File: src/rtl/wb_arbiter_rr2.sv
// Two-master round-robin Wishbone arbiter with a stalled-strobe watchdog.
// A grant is held for the winning master's whole cyc window. The slave
// response is forwarded only to that master. A strobe left unacked for
// TIMEOUT_CYCLES cycles is aborted with a one-cycle err pulse.
module wb_arbiter_rr2 #(
    parameter int ADDR_WIDTH     = 16,
    parameter int DATA_WIDTH     = 8,
    parameter int TIMEOUT_CYCLES = 255
) (
    input  logic                  clk,
    input  logic                  rst_n,
    // master 0 (SPI bridge)
    input  logic [ADDR_WIDTH-1:0] m0_adr_i,
    input  logic [DATA_WIDTH-1:0] m0_dat_i,
    input  logic                  m0_we_i,
    input  logic                  m0_cyc_i,
    input  logic                  m0_stb_i,
    output logic [DATA_WIDTH-1:0] m0_dat_o,
    output logic                  m0_ack_o,
    output logic                  m0_err_o,
    // master 1
    input  logic [ADDR_WIDTH-1:0] m1_adr_i,
    input  logic [DATA_WIDTH-1:0] m1_dat_i,
    input  logic                  m1_we_i,
    input  logic                  m1_cyc_i,
    input  logic                  m1_stb_i,
    output logic [DATA_WIDTH-1:0] m1_dat_o,
    output logic                  m1_ack_o,
    output logic                  m1_err_o,
    // slave
    output logic [ADDR_WIDTH-1:0] s_adr_o,
    output logic [DATA_WIDTH-1:0] s_dat_o,
    output logic                  s_we_o,
    output logic                  s_cyc_o,
    output logic                  s_stb_o,
    input  logic [DATA_WIDTH-1:0] s_dat_i,
    input  logic                  s_ack_i,
    // status
    output logic [1:0]            grant_o,
    output logic [7:0]            err_count_o
);

    typedef enum logic [1:0] {IDLE, GRANT, ABORT} state_t;

    localparam bit         WD_EN = (TIMEOUT_CYCLES != 0);
    localparam logic [7:0] WD_TO = 8'(TIMEOUT_CYCLES);

    state_t     state_q, state_d;
    logic       gnt_idx_q, gnt_idx_d;
    logic       last_idx_q, last_idx_d;
    logic [7:0] wd_cnt_q, wd_cnt_d;
    logic [1:0] err_q, err_d;
    logic [7:0] err_cnt_q, err_cnt_d;

    logic in_grant, gnt_cyc, gnt_stb, gnt_we, stall, wd_hit, pick;

    // Granted master's request lines and the slave-side mux
    always_comb begin
        in_grant = (state_q == GRANT);
        gnt_cyc  = gnt_idx_q ? m1_cyc_i : m0_cyc_i;
        gnt_stb  = gnt_idx_q ? m1_stb_i : m0_stb_i;
        gnt_we   = gnt_idx_q ? m1_we_i  : m0_we_i;
        s_adr_o  = gnt_idx_q ? m1_adr_i : m0_adr_i;
        s_dat_o  = gnt_idx_q ? m1_dat_i : m0_dat_i;
        s_cyc_o  = in_grant & gnt_cyc;
        s_stb_o  = in_grant & gnt_cyc & gnt_stb;
        s_we_o   = in_grant & gnt_cyc & gnt_we;
        // ack only reaches the granted master, and never outside GRANT so a
        // late ack during ABORT cannot collide with the err pulse
        m0_ack_o = in_grant & ~gnt_idx_q & s_ack_i;
        m1_ack_o = in_grant &  gnt_idx_q & s_ack_i;
        m0_dat_o = s_dat_i;
        m1_dat_o = s_dat_i;
        m0_err_o = err_q[0];
        m1_err_o = err_q[1];
        grant_o  = (state_q == IDLE) ? 2'b00 : (gnt_idx_q ? 2'b10 : 2'b01);
        err_count_o = err_cnt_q;
    end

    // Next-state, arbitration and watchdog decisions
    always_comb begin
        state_d    = state_q;
        gnt_idx_d  = gnt_idx_q;
        last_idx_d = last_idx_q;
        wd_cnt_d   = 8'd0;
        err_d      = 2'b00;
        err_cnt_d  = err_cnt_q;
        stall      = s_stb_o & ~s_ack_i;
        // fires on the edge where the count would reach the limit; an ack in
        // that cycle clears stall, so the ack wins
        wd_hit     = WD_EN && stall && ((wd_cnt_q + 8'd1) == WD_TO);
        pick       = (m0_cyc_i && m1_cyc_i) ? ~last_idx_q : m1_cyc_i;
        case (state_q)
            IDLE: begin
                if (m0_cyc_i || m1_cyc_i) begin
                    state_d    = GRANT;
                    gnt_idx_d  = pick;
                    last_idx_d = pick;
                end
            end
            GRANT: begin
                if (!gnt_cyc) begin
                    state_d = IDLE;
                end else if (wd_hit) begin
                    state_d           = ABORT;
                    err_d[gnt_idx_q]  = 1'b1;
                    if (err_cnt_q != 8'hFF) err_cnt_d = err_cnt_q + 8'd1;
                end else if (WD_EN && stall) begin
                    wd_cnt_d = wd_cnt_q + 8'd1;
                end
            end
            ABORT: begin
                if (!gnt_cyc) state_d = IDLE;
            end
            default: state_d = IDLE;
        endcase
    end

    // State registers; last_idx resets to 1 so master 0 wins the first tie
    always_ff @(posedge clk or negedge rst_n) begin
        if (!rst_n) begin
            state_q    <= IDLE;
            gnt_idx_q  <= 1'b0;
            last_idx_q <= 1'b1;
            wd_cnt_q   <= 8'd0;
            err_q      <= 2'b00;
            err_cnt_q  <= 8'd0;
        end else begin
            state_q    <= state_d;
            gnt_idx_q  <= gnt_idx_d;
            last_idx_q <= last_idx_d;
            wd_cnt_q   <= wd_cnt_d;
            err_q      <= err_d;
            err_cnt_q  <= err_cnt_d;
        end
    end

endmodule

File: config.mk
export PLATFORM = sky130hd
export DESIGN_NAME = wb_arbiter_rr2
export DESIGN_NICKNAME = d
export VERILOG_FILES = /design/src/rtl/wb_arbiter_rr2.sv
export SDC_FILE = /design/constraint.sdc
export NUM_CORES = 1
export LEC_CHECK = 0
export ABC_AREA = 1
export BUFFER_PORTS_ARGS = -buffer_cell sky130_fd_sc_hd__clkbuf_2
export CAP_MARGIN = 20
export CORE_UTILIZATION = 46
export CTS_BUF_LIST = sky130_fd_sc_hd__clkbuf_2 sky130_fd_sc_hd__clkbuf_4 sky130_fd_sc_hd__clkbuf_8
export DETAILED_ROUTE_END_ITERATION = 8
export MAX_ROUTING_LAYER = met4
export PLACE_DENSITY = 0.95
export SYNTH_ARGS = -nofsm -noshare
export SYNTH_HDL_FRONTEND = slang
export SYNTH_SLANG_ARGS = --single-unit
export TNS_END_PERCENT = 5
File: constraint.sdc
create_clock -name clk -period 2.67 [get_ports clk]
set_input_delay 0.267 -clock clk [delete_from_list [all_inputs] [get_ports clk]]
set_output_delay 0.267 -clock clk [all_outputs]
set_load 0.01 [all_outputs]
# After elaboration in Yosys (flattened, before gate mapping)
# Index checks and enable logic that the tools add are counted.
# classes
n_eq_ne	7
n_reduce_logical	8
n_lt_le_gt_ge	2
addsub	2
mux	22
bitwise	11
# op_table
cell	count
8-bit 2-to-1 mux	5
2-bit 2-to-1 mux	9
8-bit by 1-bit adder with 8-bit output (second input constant)	2
16-bit 2-to-1 mux	1
1-bit AND	8
8-bit equality test (second input constant)	1
8-bit inequality test (second input constant)	1
2-bit one-hot mux with 3 select lines	1
1-bit 2-to-1 mux	5
4-bit AND reduction	1
1-bit logical AND	3
3-bit by 2-bit inequality test with 1-bit output (second input constant)	1
1-bit inverter	3
3-bit AND reduction	1
2-bit by 1-bit equality test with 1-bit output (second input constant)	1
2-bit equality test (second input constant)	1
2-bit zero test	1
1-bit by 2-bit < comparator with 1-bit output (second input constant)	1
2-bit by 1-bit inequality test with 1-bit output (second input constant)	1
2-bit inequality test (second input constant)	1
2-bit AND reduction	1
1-bit demux with 1-bit select	1
1-bit greater-or-equal comparator (second input constant)	1
1-bit logical OR	1
# word_totals
in_bits	65
ff_bits	22
elab_cells	58

# Logic depth before layout (Yosys ltp)
# Gate-level depths: netlist of run 1.
# depth
word_depth	8
mapped_depth	11
mapped_depth_nobuf	11

# Worst setup path after synthesis of run 1
# OpenSTA, ideal clock, no wires.
# synth_timing
path_type	register to register
from	reg wd_cnt_q[0]
to	reg err_cnt_q[0] (netlist: err_count_o[0])
n_path_buf	0
stages_incl_launch_ff	10
arrival_ns	1.463
setup_slack_ns	1.090
t_required_ns	2.553
setup_ns	0.117
path_cell_list	dfrtp_1 > ha_1 > nand2_1 > nand3_1 > nor2_2 > nand3_4 > nor2_8 > nand2_1 > nand2_1 > nand2_1
# synth_via
elab_chain_len	4
# synth_rtl
element	line_no	text
start, declared	51	logic [7:0] wd_cnt_q, wd_cnt_d;
start signal, assigned	132	wd_cnt_q <= wd_cnt_d;
8-bit by 1-bit adder with 8-bit output	91	wd_hit = WD_EN && stall && ((wd_cnt_q + 8'd1) == WD_TO);
8-bit equality test	91	
1-bit logical AND	91	
4-bit AND reduction (no source line)	n/a	
end signal, assigned	134	err_cnt_q <= err_cnt_d;
end, declared	53	logic [7:0] err_cnt_q, err_cnt_d;
# Every way passes these cells.
# A chain may end at the register's enable or synchronous reset.

# Worst setup path in the final report of run 1
# layout_timing
from	reg gnt_idx_q
to	out s_we_o
# layout_via
elab_chain_len	3
# layout_rtl
element	line_no	text
start, declared	49	logic gnt_idx_q, gnt_idx_d;
start signal, assigned	130	gnt_idx_q <= gnt_idx_d;
1-bit 2-to-1 mux	60	gnt_cyc = gnt_idx_q ? m1_cyc_i : m0_cyc_i;
1-bit AND	67	s_we_o = in_grant & gnt_cyc & gnt_we;
1-bit AND (*)	67	
end, declared	33	output logic s_we_o,
# Every way passes the cells marked *; elsewhere a longest branch is shown, timed or not.

==> impl_metrics.xml, run 1 <==
<?xml version="1.0" encoding="UTF-8"?>
<metrics>
  <group name="run_status">
    <metric name="outcome" unit="">finished, final reports clean</metric>
  </group>
  <group name="yosys">
    <metric name="synth_sequential_area_ratio" unit="%">31.1</metric>
    <metric name="synth_warnings" unit="">0</metric>
    <metric name="ys_seq_elements" unit="">22</metric>
    <metric name="post_synth_inst_count" unit="">272</metric>
    <metric name="synth.distinct_cells" unit="">29</metric>
    <metric name="synth.net_count" unit="">340</metric>
    <metric name="syn-cell-area" unit="µm²">1770</metric>
    <metric name="synth_area_per_cell" unit="µm²">6.51</metric>
  </group>
  <group name="clock_network">
    <metric name="cts_root_buffer" unit="">sky130_fd_sc_hd__clkbuf_8</metric>
    <metric name="tritoncts" unit="">done</metric>
    <metric name="numClockSinks" unit="">22</metric>
    <metric name="clk_latency" unit="ns">0.26</metric>
    <metric name="numCtsBuffers" unit="">3</metric>
    <metric name="post-cts-setup-buffers" unit="">0</metric>
    <metric name="clk_transition_reported_paths" unit="ns">0.08</metric>
    <metric name="max-clock-path-buffers" unit="">2</metric>
    <metric name="htreeDepth" unit="">1</metric>
    <metric name="cts_repair_resized_insts" unit="">0</metric>
    <metric name="cts_hold_repair.buffers" unit="">1</metric>
  </group>
  <group name="worst_setup_path">
    <metric name="worst_setup_path_start_kind" unit="">flop</metric>
    <metric name="worstRegToRegCells" unit="">9</metric>
    <metric name="cp_data_arrival_time" unit="ns">1.82</metric>
    <metric name="crit_slowest_cell" unit="">sky130_fd_sc_hd__dfrtp_1</metric>
    <metric name="cp.depth" unit="">6</metric>
    <metric name="r2r-start" unit="">gnt_idx_q</metric>
    <metric name="worst_ep_required_time" unit="ns">2.40</metric>
    <metric name="critical_path.max_fanout" unit="">21</metric>
    <metric name="number_of_buffer_and_inverter_stages_on_the_critical_path" unit="">2</metric>
    <metric name="crit_type" unit="">flop to output pin</metric>
    <metric name="timing.reg2reg.setup_slack" unit="ns">0.76</metric>
    <metric name="r2r-end" unit="">err_count_o[7]</metric>
    <metric name="worst_setup_path_end_kind" unit="">output pin</metric>
    <metric name="worst_path_largest_cell_delay" unit="ns">0.50</metric>
    <metric name="critical_path.endpoint" unit="">s_we_o</metric>
    <metric name="crit_chain" unit="">buf_4 &gt; nand2_1 &gt; nand2_1 &gt; nand2_1 &gt; a21oi_1 &gt; clkbuf_2</metric>
    <metric name="cp-startpoint" unit="">gnt_idx_q</metric>
    <metric name="path_common_cell" unit="">sky130_fd_sc_hd__nand2_1</metric>
    <metric name="cp_top_family" unit="">flip-flops</metric>
  </group>
  <group name="power">
    <metric name="ir_drop" unit="µV">300</metric>
    <metric name="power_frac_clock" unit="%">21.0</metric>
    <metric name="cell_internal_pwr" unit="mW">0.845</metric>
    <metric name="power_per_cell_area" unit="nW/µm²">647</metric>
    <metric name="switching_power_total" unit="mW">0.620</metric>
    <metric name="power.sequential.fraction" unit="%">26.8</metric>
    <metric name="combPwrFrac" unit="%">52.2</metric>
    <metric name="sw_share" unit="%">42.3</metric>
    <metric name="cellLeakagePower" unit="nW">1.47</metric>
  </group>
  <group name="route">
    <metric name="detailroute.wirelength.met3" unit="µm">258</metric>
    <metric name="route.final.wire_length" unit="µm">4370</metric>
    <metric name="vias_per_cell" unit="">4.67</metric>
    <metric name="drt_pre_antenna_iters" unit="">6</metric>
    <metric name="route.top_layer_used" unit="">met4</metric>
    <metric name="routed_wire_length_per_instance" unit="µm">10.9</metric>
    <metric name="drt-met1-wl" unit="µm">1920</metric>
    <metric name="detailroute.wirelength.met2" unit="µm">2150</metric>
    <metric name="vias" unit="">1877</metric>
    <metric name="drt_drc_violations_left" unit="">0</metric>
    <metric name="drt.antenna.violating_nets" unit="">0</metric>
    <metric name="detail_route.iter0.violations" unit="">80</metric>
  </group>
  <group name="final_layout">
    <metric name="finalCoreUtilization" unit="%">61.4</metric>
    <metric name="layout.area.seq" unit="µm²">552</metric>
    <metric name="fillerInstances" unit="">347</metric>
    <metric name="layout-drive-gt1-share" unit="%">33.6</metric>
    <metric name="mostFrequentLayoutCell" unit="">sky130_fd_sc_hd__nand2_1</metric>
    <metric name="finalNetCount" unit="">423</metric>
    <metric name="antennaDiodeCount" unit="">0</metric>
    <metric name="area_growth" unit="%">27.8</metric>
    <metric name="final_cell_mix" unit="">126 x sky130_fd_sc_hd__nand2_1, 97 x sky130_fd_sc_hd__clkbuf_2, 30 x sky130_fd_sc_hd__inv_1</metric>
    <metric name="final-instance-count-excl-fill" unit="">402</metric>
    <metric name="multi_input_area" unit="µm²">953</metric>
  </group>
  <group name="floorplan">
    <metric name="design.core.area" unit="µm²">3690</metric>
    <metric name="die_width" unit="µm">64.1</metric>
    <metric name="ios" unit="">122</metric>
    <metric name="dieArea" unit="µm²">4100</metric>
    <metric name="initial_utilization" unit="%">48.0</metric>
    <metric name="dieHeight" unit="µm">64.1</metric>
    <metric name="row_count" unit="">22</metric>
  </group>
  <group name="timing">
    <metric name="finalSetupViolCount" unit="">0</metric>
    <metric name="grt_setup_unrepaired" unit="">false</metric>
    <metric name="drv_slew" unit="">0</metric>
    <metric name="shortest_clock_period_the_worst_path_allows_after_layout" unit="ns">2.09</metric>
    <metric name="finalWorstSetupSlack" unit="ns">0.578</metric>
    <metric name="finClkSkew" unit="ns">0.00767</metric>
    <metric name="max_clock_freq" unit="MHz">478</metric>
    <metric name="tightestPinTransition" unit="ns">0.524</metric>
    <metric name="final.setup.tns" unit="ns">0</metric>
    <metric name="final_hold_viol_count" unit="">0</metric>
    <metric name="final.period_utilization" unit="%">78.3</metric>
    <metric name="slew-limit-headroom" unit="%">65.1</metric>
  </group>
  <group name="placed_design">
    <metric name="numPortBuffers" unit="">97</metric>
    <metric name="place_worst_setup_slack" unit="ns">0.759</metric>
    <metric name="numPlacedInstances" unit="">397</metric>
    <metric name="dp_hpwl" unit="µm">3620</metric>
    <metric name="globalplace.congestion" unit="">0.861</metric>
  </group>
  <group name="global_routing">
    <metric name="grt_max_degree" unit="">26</metric>
    <metric name="grt_use_total" unit="%">23.0</metric>
    <metric name="grt_antenna_before_repair" unit="">0</metric>
    <metric name="grt_pass1_wl" unit="µm">7250</metric>
    <metric name="grt_pass1_vias" unit="">1625</metric>
    <metric name="gr-total-overflow" unit="">0</metric>
  </group>
  <group name="hold_path">
    <metric name="timing.hold.worst.class" unit="">input port to flop</metric>
    <metric name="hold_start" unit="">m1_cyc_i</metric>
  </group>
  <group name="run">
    <metric name="timing.max_cap.violations" unit="">0</metric>
  </group>
</metrics>
==> worst register-to-register path: cells and delay by family, from the launching register on <==
family	cells	cell delay, ns
and+or+nand+nor	8	1.06
DFF	1	0.50
buffers and inverters	1	0.29
==> kinds of logic (layout without fill, tap and decap cells) <==
group / count (synthesis) / after routing / synth area share (%)
buffers and inverters: 53 / 135 / 15.0
xor gates and xnor gates: 5 / 5 / 2.47
AOI/OAI and AO/OA: 6 / 6 / 2.05
and+or+nand+nor: 183 / 183 / 47.2
DFF: 22 / 22 / 31.1
adders and majority gates: 3 / 3 / 2.12
==> routing by layer <==
layer | GRT usage (%) | up-vias
met4 | 7.10 | 0
met5 | - | -
met1 | 28.5 | 841
li1 | - | 978
met3 | 3.93 | 4
met2 | 38.0 | 54
==> cell usage after synthesis (all sizes together) <==
cell type,n,area (µm²)
nand2,130,503
inv,31,116
nand3,22,133
dfrtp,21,526
nor2,19,116
buf,17,131
clkbuf,5,18.8
nand4,5,31.3
nor3,4,31.3
o21ai,4,23.8
ha,3,37.5
xor2,3,26.3
nand3b,2,15.0
xnor2,2,17.5
a21oi,1,5.00
dfstp,1,26.3
o21bai,1,7.51
or2,1,6.26
==> power groups by stage <==
| stage | Combinational [mW] | Clock, mW | Sequential, mW |
|---|---|---|---|
| after floorplan | 0.515 | 0 | 0.385 |
| after global placement | 0.747 | 0 | 0.398 |
| after detailed placement | 0.762 | 0 | 0.399 |
| after CTS | 0.767 | 0.312 | 0.393 |
| after global routing | 0.866 | 0.333 | 0.399 |
| final | 0.764 | 0.308 | 0.393 |
==> through the flow <==
stage / power [mW] / hold WS, ns / area [µm²]
floorplan: 0.900 / -0.0286 / 1770
global placement: 1.14 / 0.268 / 2180
detailed placement: 1.16 / 0.269 / 2180
CTS: 1.47 / 0.263 / 2260
global route: 1.60 / 0.271 / 2260
finish: 1.46 / 0.271 / 2260
==> state kept, by name, indices dropped and copies added, names as in the netlist <==
signal	count
err_q	2
err_count_o	8
last_idx_q	1
state_q	2
gnt_idx_q	1
wd_cnt_q	8
==> worst min-delay path by stage <==
stage	to	slack, ns	cells past startpoint
after floorplan	err_count_o[0]	-0.03	0
after global placement	err_count_o[7]	0.27	1
after detailed placement	err_count_o[7]	0.27	1
after CTS	err_q[1]	0.26	3
after global routing	err_q[1]	0.27	3
final	err_q[1]	0.27	3
==> layout make-up <==
cell class              count  share of cell area [%]
well taps                  48                    2.65
multi-input cells         197                    42.1
flip-flops and latches     22                    24.4
clock inverters             1                    1.33
inverters                  31                    5.14
repair buffers            100                    22.6
clock buffers               3                    1.82
No activity file was read; power rests on OpenSTA's default activity.
==> inputs of run 2 (changes only) <==
- ABC_AREA: 1 -> 0
- CORE_UTILIZATION: 46 -> 37
- PLACE_DENSITY: 0.95 -> 0.87
- clock period: 2.67 -> 1.9 ns (I/O delays scaled with it)
==> run 2 against run 1 <==
Compared with the run above:
- the run now ends with setup timing left
- wire length fell by 6.8%
- register-to-register slack got worse by 0.85 ns
- sequential cell count did not move
- synthesized area fell by 11%
- clock power rose by 45%
- critical path depth fell by 1
- synthesized cell count fell by 42%
- sequential share of layout area rose by 0.16 points
- critical endpoint is now err_count_o[1]
- largest cell class unchanged
==> impl_metrics.xml, run 2 <==
<?xml version="1.0" encoding="UTF-8"?>
<metrics>
  <group name="worst_setup_path">
    <metric name="cp_data_arrival_time" unit="ns">2.16</metric>
    <metric name="crit_type" unit="">flop to flop</metric>
    <metric name="worst_setup_path_end_kind" unit="">flop</metric>
    <metric name="worst_setup_path_start_kind" unit="">flop</metric>
    <metric name="critical_path.max_fanout" unit="">7</metric>
    <metric name="worst_ep_required_time" unit="ns">2.06</metric>
  </group>
  <group name="power">
    <metric name="switching_power_total" unit="mW">0.701</metric>
    <metric name="power.sequential.fraction" unit="%">26.9</metric>
    <metric name="cell_internal_pwr" unit="mW">1.34</metric>
    <metric name="power_frac_clock" unit="%">21.9</metric>
    <metric name="sw_share" unit="%">34.4</metric>
    <metric name="power_per_cell_area" unit="nW/µm²">906</metric>
    <metric name="cellLeakagePower" unit="nW">1.20</metric>
    <metric name="combPwrFrac" unit="%">51.2</metric>
    <metric name="fin_total_pwr" unit="mW">2.04</metric>
    <metric name="ir_drop" unit="µV">382</metric>
  </group>
  <group name="final_layout">
    <metric name="antennaDiodeCount" unit="">0</metric>
    <metric name="area_growth" unit="%">42.6</metric>
    <metric name="fillerInstances" unit="">375</metric>
    <metric name="finalCoreUtilization" unit="%">55.4</metric>
    <metric name="final_cell_mix" unit="">97 x sky130_fd_sc_hd__clkbuf_2, 24 x sky130_fd_sc_hd__mux2_2, 21 x sky130_fd_sc_hd__dfrtp_1</metric>
    <metric name="post-route-cell-area" unit="µm²">2250</metric>
    <metric name="layout-drive-gt1-share" unit="%">60.8</metric>
    <metric name="mostFrequentLayoutCell" unit="">sky130_fd_sc_hd__clkbuf_2</metric>
    <metric name="finalNetCount" unit="">329</metric>
  </group>
  <group name="timing">
    <metric name="final.setup.tns" unit="ns">-0.602</metric>
    <metric name="finalWorstSetupSlack" unit="ns">-0.0939</metric>
    <metric name="finClkSkew" unit="ns">0.0120</metric>
    <metric name="final.period_utilization" unit="%">105</metric>
    <metric name="final_hold_viol_count" unit="">0</metric>
    <metric name="shortest_clock_period_the_worst_path_allows_after_layout" unit="ns">1.99</metric>
    <metric name="finalSetupViolCount" unit="">18</metric>
    <metric name="slew-limit-headroom" unit="%">62.5</metric>
    <metric name="max_clock_freq" unit="MHz">502</metric>
    <metric name="tightestPinTransition" unit="ns">0.563</metric>
    <metric name="drv_slew" unit="">0</metric>
    <metric name="grt_setup_unrepaired" unit="">true</metric>
  </group>
  <group name="floorplan">
    <metric name="ios" unit="">122</metric>
    <metric name="row_count" unit="">23</metric>
    <metric name="dieHeight" unit="µm">67.3</metric>
    <metric name="dieArea" unit="µm²">4530</metric>
    <metric name="initial_utilization" unit="%">38.9</metric>
    <metric name="die_width" unit="µm">67.3</metric>
    <metric name="design.core.area" unit="µm²">4060</metric>
  </group>
  <group name="route">
    <metric name="vias" unit="">1468</metric>
    <metric name="routed_wire_length_per_instance" unit="µm">13.1</metric>
    <metric name="drt_pre_antenna_iters" unit="">4</metric>
    <metric name="drt_drc_violations_left" unit="">0</metric>
    <metric name="vias_per_cell" unit="">4.74</metric>
    <metric name="detail_route.iter0.violations" unit="">19</metric>
    <metric name="drt.antenna.violating_nets" unit="">0</metric>
    <metric name="route.final.wire_length" unit="µm">4070</metric>
  </group>
  <group name="placed_design">
    <metric name="dp_hpwl" unit="µm">3300</metric>
    <metric name="globalplace.congestion" unit="">0.809</metric>
    <metric name="numPortBuffers" unit="">97</metric>
    <metric name="postPlaceCellArea" unit="µm²">2130</metric>
  </group>
  <group name="yosys">
    <metric name="syn-cell-area" unit="µm²">1580</metric>
    <metric name="async_flop_share" unit="%">100</metric>
    <metric name="synth.area.top_cells" unit="">sky130_fd_sc_hd__dfrtp_1 33%, sky130_fd_sc_hd__mux2_2 17%, sky130_fd_sc_hd__buf_4 8.1%</metric>
    <metric name="synth.distinct_cells" unit="">33</metric>
    <metric name="synth_sequential_area_ratio" unit="%">35.0</metric>
    <metric name="synth_top_cell_area_share" unit="%">33.3</metric>
    <metric name="synth_warnings" unit="">0</metric>
    <metric name="synth.net_count" unit="">227</metric>
    <metric name="synth_area_per_cell" unit="µm²">9.92</metric>
    <metric name="ys_seq_elements" unit="">22</metric>
    <metric name="post_synth_inst_count" unit="">159</metric>
    <metric name="synth_largest_area_cell" unit="">sky130_fd_sc_hd__dfrtp_1</metric>
    <metric name="synth_top_flop_cell" unit="">sky130_fd_sc_hd__dfrtp_1</metric>
    <metric name="synth-edff-count" unit="">0</metric>
    <metric name="library_cell_with_the_highest_instance_count_after_synthesis" unit="">sky130_fd_sc_hd__mux2_2</metric>
    <metric name="synthTopCellsByCount" unit="">24 x sky130_fd_sc_hd__mux2_2, 21 x sky130_fd_sc_hd__dfrtp_1, 18 x sky130_fd_sc_hd__nor2_1, 17 x sky130_fd_sc_hd__buf_4, 8 x sky130_fd_sc_hd__nand2_1</metric>
  </group>
  <group name="clock_network">
    <metric name="htreeDepth" unit="">1</metric>
    <metric name="max-clock-path-buffers" unit="">2</metric>
    <metric name="tritoncts" unit="">done</metric>
    <metric name="clk_latency" unit="ns">0.27</metric>
    <metric name="cts_root_buffer" unit="">sky130_fd_sc_hd__clkbuf_8</metric>
    <metric name="numCtsBuffers" unit="">3</metric>
    <metric name="numClockSinks" unit="">22</metric>
    <metric name="clk_transition_reported_paths" unit="ns">0.09</metric>
  </group>
  <group name="global_routing">
    <metric name="gr-total-overflow" unit="">0</metric>
    <metric name="grt_pass1_wl" unit="µm">5810</metric>
    <metric name="grt_antenna_before_repair" unit="">0</metric>
    <metric name="grt_pass1_vias" unit="">1329</metric>
    <metric name="grt_max_degree" unit="">23</metric>
    <metric name="grt_use_total" unit="%">17.6</metric>
  </group>
  <group name="hold_path">
    <metric name="timing.hold.worst.class" unit="">input port to flop</metric>
  </group>
  <group name="run_status">
    <metric name="outcome" unit="">finished with violations</metric>
    <metric name="failed_checks" unit="">setup timing</metric>
  </group>
  <group name="run">
    <metric name="timing.max_cap.violations" unit="">0</metric>
  </group>
</metrics>
## run 2: area by class of cell
class	count	area, µm²	area share [%]
Multi-Input combinational cell	111	898	40.0
Timing Repair Buffer	118	646	28.7
Sequential cell	22	552	24.5
Tap cell	50	62.6	2.78
Clock buffer	3	41.3	1.84
Clock inverter	1	30.0	1.34
Inverter	5	18.8	0.835
## run 2: critical path, cell delays in order, from the launching register on
cell and delay [ns]:
sky130_fd_sc_hd__dfrtp_1 0.42, sky130_fd_sc_hd__mux2i_1 0.15, sky130_fd_sc_hd__or4_4 0.51, sky130_fd_sc_hd__a211oi_4 0.26, sky130_fd_sc_hd__nand3_4 0.20, sky130_fd_sc_hd__mux2_1 0.35
## run 2: path summary, 6_finish.rpt
kind / start / to / slack (ns) / cells past startpoint
worst max register to register: gnt_idx_q / err_count_o[1] / -0.09 / 5
worst max-delay path: gnt_idx_q / err_count_o[1] / -0.09 / 5
worst min-delay path: m0_cyc_i / err_q[0] / 0.24 / 2
min in group asynchronous: rst_n / err_count_o[7] / 0.44 / 2
worst min register to register: err_count_o[5] / err_count_o[5] / 0.52 / 1
max in group asynchronous: rst_n / wd_cnt_q[0] / 1.08 / 2
## run 2: through the flow
stage          cells  worst slack (ns)  hold slack [ns]
3_3_place_gp     304            -0.121            0.191
4_1_cts          310            -0.147            0.241
2_1_floorplan    159            -0.155           -0.106
3_5_place_dp     304            -0.191            0.198
6_report         310           -0.0939            0.240
5_1_grt          310            -0.185            0.259
## run 2: layer usage
metal | share of wire [%] | vias up | track usage (%)
met4 | 0 | 0 | 3.19
met3 | 8.2 | 0 | 3.55
met2 | 52 | 78 | 32.6
li1 | - | 730 | -
met1 | 40 | 660 | 19.3
met5 | 0 | - | -
## run 2: kinds of logic after synthesis
logic type / Yosys count / synth area share (%)
simple gates: 55 / 19.9
mux: 29 / 20.4
buf+inv: 26 / 10.3
flops: 22 / 35.0
compound gates: 12 / 5.32
xor+xnor: 12 / 6.67
fa+ha+maj: 3 / 2.38
## run 2: power groups by stage
stage	Sequential (mW)	Clock [mW]	Combinational [mW]
2_1_floorplan	0.538	0	0.674
3_3_place_gp	0.550	0	1.00
3_5_place_dp	0.555	0	1.02
4_1_cts	0.543	0.448	1.05
5_1_grt	0.554	0.466	1.14
6_report	0.548	0.447	1.04
## run 2: repair_timing
action,4_1_cts,5_1_grt
gates resized for setup,3,5
endpoints found under the hold margin,21,0
endpoints found under the setup margin,22,22
pin swaps,8,4
hold buffers,1,0
setup buffers,1,0
